===== src/rtl/pe_adder_tree_acc_if.sv =====
// pe_adder_tree_acc_if
// Bundles the beat input bus and the group result bus of pe_adder_tree_acc.
//   in_valid  : beat valid (no backpressure)
//   in_p      : N_IN packed signed products, product i at [i*P_W +: P_W]
//   in_shift  : left shift applied to this beat's tree sum
//   in_first  : beat starts a new accumulation group
//   in_last   : beat ends the group and produces a result
//   out_valid : one-cycle pulse, out_sum/out_sat hold a completed group
//   out_sum   : signed saturated accumulation result
//   out_sat   : saturation happened somewhere in the reported group
// master drives beats and receives results; slave is the accumulator.
interface pe_adder_tree_acc_if #(
    parameter int N_IN  = 16,
    parameter int P_W   = 6,
    parameter int SH_W  = 3,
    parameter int ACC_W = 24
);
    logic                   in_valid;
    logic [N_IN*P_W-1:0]    in_p;
    logic [SH_W-1:0]        in_shift;
    logic                   in_first;
    logic                   in_last;
    logic                   out_valid;
    logic [ACC_W-1:0]       out_sum;
    logic                   out_sat;

    modport master (
        output in_valid, in_p, in_shift, in_first, in_last,
        input  out_valid, out_sum, out_sat
    );

    modport slave (
        input  in_valid, in_p, in_shift, in_first, in_last,
        output out_valid, out_sum, out_sat
    );
endinterface


===== src/rtl/pe_adder_tree_acc.sv =====
// pe_adder_tree_acc
// Registered binary adder tree over N_IN signed partial products, followed by
// a shift-and-accumulate stage with saturation over first/last framed groups.
// Ports:
//   clk    : clock, rising edge
//   rst    : asynchronous active-high reset
//   bus_if : pe_adder_tree_acc_if.slave (beat inputs, group result outputs)
// Latency: a beat captured on edge E updates the accumulator on edge E+L+1;
// the group result pulse is visible in the following cycle.
module pe_adder_tree_acc #(
    parameter int N_IN  = 16,
    parameter int P_W   = 6,
    parameter int SH_W  = 3,
    parameter int ACC_W = 24
) (
    input  logic                 clk,
    input  logic                 rst,
    pe_adder_tree_acc_if.slave   bus_if
);
    localparam int L   = $clog2(N_IN);
    localparam int S_W = P_W + L;

    // All tree levels live in one flat register. Level 0 is the input
    // capture register, level k holds N_IN>>k sums of width P_W+k.
    function automatic int lvl_off(input int k);
        int o;
        o = 0;
        for (int j = 0; j < k; j++) o += (N_IN >> j) * (P_W + j);
        return o;
    endfunction

    localparam int TREE_BITS = lvl_off(L + 1);
    localparam int TREE_OUT  = lvl_off(L);

    logic [TREE_BITS-1:0] tree_q, tree_d;

    assign tree_d[N_IN*P_W-1:0] = bus_if.in_p;

    for (genvar k = 1; k <= L; k++) begin : g_lvl
        localparam int W   = P_W + k;
        localparam int SRC = lvl_off(k - 1);
        localparam int DST = lvl_off(k);
        for (genvar i = 0; i < (N_IN >> k); i++) begin : g_add
            logic [W-2:0] a, b;
            assign a = tree_q[SRC + (2*i)*(W-1)   +: W-1];
            assign b = tree_q[SRC + (2*i+1)*(W-1) +: W-1];
            // One bit of growth per level keeps every add exact.
            assign tree_d[DST + i*W +: W] = {a[W-2], a} + {b[W-2], b};
        end
    end

    always_ff @(posedge clk or posedge rst) begin
        if (rst) tree_q <= '0;
        else     tree_q <= tree_d;
    end

    // Sideband: stage 0 aligns with the input capture, stage L with the
    // tree output register.
    logic [L:0]      vld_q, fst_q, lst_q;
    logic [SH_W-1:0] sh_q [L+1];

    always_ff @(posedge clk or posedge rst) begin
        if (rst) begin
            vld_q <= '0;
            fst_q <= '0;
            lst_q <= '0;
            for (int j = 0; j <= L; j++) sh_q[j] <= '0;
        end else begin
            vld_q <= {vld_q[L-1:0], bus_if.in_valid};
            fst_q <= {fst_q[L-1:0], bus_if.in_first};
            lst_q <= {lst_q[L-1:0], bus_if.in_last};
            sh_q[0] <= bus_if.in_shift;
            for (int j = 1; j <= L; j++) sh_q[j] <= sh_q[j-1];
        end
    end

    logic             v_s, first_s, last_s;
    logic [S_W-1:0]   tree_sum;
    logic [ACC_W-1:0] term;
    logic [ACC_W:0]   nxt;
    logic             clip;
    logic [ACC_W-1:0] acc_q, acc_d, acc_clip;
    logic             sat_q, sat_d;
    logic             out_valid_q, out_valid_d;
    logic [ACC_W-1:0] out_sum_q, out_sum_d;
    logic             out_sat_q, out_sat_d;

    assign v_s      = vld_q[L];
    assign first_s  = fst_q[L];
    assign last_s   = lst_q[L];
    assign tree_sum = tree_q[TREE_OUT +: S_W];

    always_comb begin
        term = {{(ACC_W-S_W){tree_sum[S_W-1]}}, tree_sum} << sh_q[L];
        if (first_s) nxt = {term[ACC_W-1], term};
        else         nxt = {acc_q[ACC_W-1], acc_q} + {term[ACC_W-1], term};
        // Overflow of the ACC_W-bit range shows as disagreeing top bits;
        // the extra sign bit picks which rail to clip to.
        clip     = nxt[ACC_W] ^ nxt[ACC_W-1];
        acc_clip = clip ? {nxt[ACC_W], {(ACC_W-1){~nxt[ACC_W]}}} : nxt[ACC_W-1:0];

        acc_d = acc_q;
        sat_d = sat_q;
        if (v_s) begin
            acc_d = acc_clip;
            sat_d = (first_s ? 1'b0 : sat_q) | clip;
        end

        out_valid_d = v_s & last_s;
        out_sum_d   = out_sum_q;
        out_sat_d   = out_sat_q;
        if (v_s && last_s) begin
            out_sum_d = acc_d;
            out_sat_d = sat_d;
        end
    end

    always_ff @(posedge clk or posedge rst) begin
        if (rst) begin
            acc_q       <= '0;
            sat_q       <= 1'b0;
            out_valid_q <= 1'b0;
            out_sum_q   <= '0;
            out_sat_q   <= 1'b0;
        end else begin
            acc_q       <= acc_d;
            sat_q       <= sat_d;
            out_valid_q <= out_valid_d;
            out_sum_q   <= out_sum_d;
            out_sat_q   <= out_sat_d;
        end
    end

    assign bus_if.out_valid = out_valid_q;
    assign bus_if.out_sum   = out_sum_q;
    assign bus_if.out_sat   = out_sat_q;
endmodule

===== src/flat_wrapper.sv =====
// flat-port wrapper written by rule: the top's interface ports become plain ports
module pe_adder_tree_acc_flat 
#(
    parameter int N_IN  = 16,
    parameter int P_W   = 6,
    parameter int SH_W  = 3,
    parameter int ACC_W = 24
)
  (clk, rst, bus_if_in_valid, bus_if_in_p, bus_if_in_shift, bus_if_in_first, bus_if_in_last, bus_if_out_valid, bus_if_out_sum, bus_if_out_sat);
  pe_adder_tree_acc_if #(.N_IN(N_IN), .P_W(P_W), .SH_W(SH_W), .ACC_W(ACC_W)) bus_if_i ();
  input  logic clk;
  input  logic rst;
  input wire logic [$bits(bus_if_i.in_valid)-1:0] bus_if_in_valid;
  input wire logic [$bits(bus_if_i.in_p)-1:0] bus_if_in_p;
  input wire logic [$bits(bus_if_i.in_shift)-1:0] bus_if_in_shift;
  input wire logic [$bits(bus_if_i.in_first)-1:0] bus_if_in_first;
  input wire logic [$bits(bus_if_i.in_last)-1:0] bus_if_in_last;
  output wire logic [$bits(bus_if_i.out_valid)-1:0] bus_if_out_valid;
  output wire logic [$bits(bus_if_i.out_sum)-1:0] bus_if_out_sum;
  output wire logic [$bits(bus_if_i.out_sat)-1:0] bus_if_out_sat;
  assign bus_if_i.in_valid = bus_if_in_valid;
  assign bus_if_i.in_p = bus_if_in_p;
  assign bus_if_i.in_shift = bus_if_in_shift;
  assign bus_if_i.in_first = bus_if_in_first;
  assign bus_if_i.in_last = bus_if_in_last;
  assign bus_if_out_valid = bus_if_i.out_valid;
  assign bus_if_out_sum = bus_if_i.out_sum;
  assign bus_if_out_sat = bus_if_i.out_sat;
  pe_adder_tree_acc #(.N_IN(N_IN), .P_W(P_W), .SH_W(SH_W), .ACC_W(ACC_W)) u_core (.clk(clk), .rst(rst), .bus_if(bus_if_i));
endmodule

===== config.mk =====
export PLATFORM = sky130hd
export DESIGN_NAME = pe_adder_tree_acc_flat
export DESIGN_NICKNAME = d
export VERILOG_FILES = /design/src/rtl/pe_adder_tree_acc_if.sv /design/src/rtl/pe_adder_tree_acc.sv /design/src/flat_wrapper.sv
export SDC_FILE = /design/constraint.sdc
export NUM_CORES = 1
export LEC_CHECK = 0
export CORE_ASPECT_RATIO = 1.2
export CORE_MARGIN = 5
export CORE_UTILIZATION = 30
export CTS_CLUSTER_SIZE = 10
export DETAILED_ROUTE_END_ITERATION = 16
export HOLD_SLACK_MARGIN = 0.15
export PLACE_DENSITY = 0.54
export SYNTH_ARGS = -nofsm -noshare
export SYNTH_HDL_FRONTEND = slang
export SYNTH_SLANG_ARGS = --single-unit

===== constraint.sdc =====
create_clock -name clk -period 9.2 [get_ports clk]
set_input_delay 0.92 -clock clk [delete_from_list [all_inputs] [get_ports clk]]
set_output_delay 0.92 -clock clk [all_outputs]
set_load 0.01 [all_outputs]

==> reports/metrics.cfg <==
[global_routing]
grt_pass1_vias = 9539
grt_max_degree = 114
antenna_found_initial = 0
grtUsageTotal = 0.117
grt_pass1_wl_mm = 47.5
gr-total-overflow = 0

[floorplan]
ioPinCount = 130
initial_core_util = 0.304
rows = 85
die_width_um = 205
die_h_um = 244
die_area_um2 = 50100
core_area_um2 = 45100

[timing]
worst_pin_slew_ns = 1.01
post-route-period-util = 0.444
rsz0062_at_grt = no
fmax_ghz = 0.245
slew_violations = 0
fin_worst_skew_ns = 0.0142
whs_ns = 0.342
hold_viol = 0
slew-limit-headroom = 0.328
setup_violations = 0
fin_setup_tns_ns = 0
period_needed_ns = 4.09

[worst_setup_path]
arrival_ns = 4.47
slowest_delay_ns = 0.64
crit_type = reg -> reg
crit_slowest_cell = dfrtp_1
cp-end-kind = register
path_buf_inv = 0
cp_top_family = compound AO/OA/AOI/OAI gates
critPathLaunchType = register
worst-path-max-fanout = 13
cp_common_cell = mux2_2
cp.required_ns = 9.58
crit_path_cell_trace = mux2_2 > nor2_1 > a21oi_1 > mux2_2 > ha_1 > nand2_1 > o211a_1 > o31a_1 > o41ai_4 > a21boi_4 > mux2i_4 > nor2_2 > a31oi_1

[pwr]
cellPowerDensity_nw_per_um2 = 332
p_switching_mw = 2.05
ir_drop_mv = 0.134
totalPowerFinal_mw = 5.59
combPwrFrac = 0.440
intPower_mw = 3.54
pwr-share-clk = 0.240
seq_power_share = 0.320
leakage_nw = 7.64
sw_frac_of_total = 0.367

[placed_design]
place_congestion = 0.816
port_buffers = 129
place_area_um2 = 15700
hpwl_mm = 20.8

[synth]
yosysWarnings = 0
synth_cell_types = 68
syn_inst = 1146
synthTopCellsByArea = dfrtp_1, ha_1, xnor2_1
synth_nets = 1391
yosys.area.top_type_share = 0.535
avgSynthCellArea_um2 = 12.0
yosysTopAreaCell = dfrtp_1
synth_edf_count = 0
synth-async-reset-ratio = 1.00
synth-seq-area-share = 0.535
synth_area_um2 = 13700
synthFlopType = dfrtp_1
ys_ff_latch = 293

[routing]
wl_met1_mm = 11.6
drtIter0Drc = 320
vias = 8706
wire_per_inst_um = 14.7
highest_layer = met4
routed_wl_mm = 28.3
vias_per_cell = 4.52
route.met3.wl_mm = 1.27
wl_met2_mm = 14.4
ant_nets = 0
drc_errors = 0
drt_pass1_iterations = 5

[clock_tree]
cts.sinks = 293
cts_buffer_depth = 3
cts.clk_slew.worst_paths_ns = 0.05
clock_latency_ns = 0.54
htreeDepth = 2
cts_setup_buffers = 0
cts_tree = done
postCtsHoldBufs = 0
cts_resized = 0
cts-root-buf = clkbuf_16
cts_buffers = 37

[run_status]
status = completed

[finish]
fill_cells = 4501
layout.nets = 1547
final_common_cell = dfrtp_1
fin_util = 0.374
area_growth_pct = 23.0
fin_area_um2 = 16900
drive_gt1_frac = 0.0820
n_antenna_cell = 0
layout_common_cells = dfrtp_1, clkdlybuf4s50_1, ha_1

[run]
drv_cap = 0

[worst_hold_path]
hold_path.class = reg -> reg

## synth_stat cells, drive strengths merged (6+ instances only)
| cell | count |
|---|---|
| nand2b | 7 |
| a211oi | 16 |
| mux2i | 17 |
| a21oi | 94 |
| a21o | 28 |
| a31oi | 19 |
| dfrtp | 293 |
| inv | 113 |
| ha | 125 |
| fa | 16 |
| nor2b | 14 |
| o21a | 6 |
| nor2 | 30 |
| o211ai | 10 |
| clkbuf | 14 |
| xor2 | 22 |
| mux2 | 21 |
| xnor2 | 67 |
| o22ai | 22 |
| o21ai | 60 |
| nor3 | 11 |
| o21bai | 28 |
| nand2 | 55 |
## per-stage QoR
stage | std cells | setup slack [ns]
2_1_floorplan | 1146 | 0.189
3_3_place_gp | 1872 | 5.21
3_5_place_dp | 1872 | 5.12
4_1_cts | 1926 | 5.12
5_1_grt | 1926 | 4.72
6_report | 1926 | 5.11
## registers in the layout, summed over array words and instances, names as in the netlist
name and flops:
u_core.lst_q 5, u_core.bus_if.out_valid 1, u_core.vld_q 5, u_core.acc_q 24, u_core.bus_if.out_sum 24, u_core.fst_q 5
u_core.bus_if.out_sat 1, u_core.tree_q 212, u_core.sh_q 15, u_core.sat_q 1
## path summary, 6_finish.rpt
path	cells after the start	startpoint	endpoint	slack (ns)
max	13	u_core.sh_q[0]$_DFF_PP0_	u_core.acc_q[5]$_DFF_PP0_	5.11
min	0	u_core.vld_q[2]$_DFF_PP0_	u_core.vld_q[3]$_DFF_PP0_	0.34
max reg2reg	13	u_core.sh_q[0]$_DFF_PP0_	u_core.acc_q[5]$_DFF_PP0_	5.11
min reg2reg	0	u_core.vld_q[2]$_DFF_PP0_	u_core.vld_q[3]$_DFF_PP0_	0.34
max in group asynchronous	3	rst	u_core.acc_q[3]$_DFF_PP0_	6.74
min in group asynchronous	2	rst	u_core.tree_q[54]$_DFF_PP0_	0.92
## metal layers
layer,track usage,up-vias
li1,-,4285
met1,0.140,4169
met2,0.203,197
met3,0.0231,55
met4,0.0540,0
met5,0,-
## power by group through the flow
stage	combinational, mW	sequential, mW	clock, mW
after CTS	2.49	1.80	1.41
after global placement	2.46	1.82	0
after detailed placement	2.47	1.82	0
after floorplan	1.85	1.77	0
after global routing	2.75	1.83	1.46
final	2.46	1.79	1.34
## final cells by class
type	count	area, um2	area share
flip-flops and latches	293	7330	0.435
multi-input cells	720	5870	0.348
repair buffers	136	1340	0.0797
clock buffers	49	1040	0.0618
well taps	609	762	0.0452
inverters	114	435	0.0258
clock inverters	5	78.8	0.00467
## cell families (layout without fill, tap and decap cells)
kind of cell               count (synthesis)  in the layout  synth area share
AOI/OAI and AO/OA                        317            317             0.155
xor gates and xnor gates                  89             89            0.0574
adders and majority gates                141            141             0.137
buffers and inverters                    133            304            0.0370
DFF                                      293            293             0.535
muxes                                     38             38            0.0311
and+or+nand+nor                          135            135            0.0468
Power figures use the tool's default switching activity.
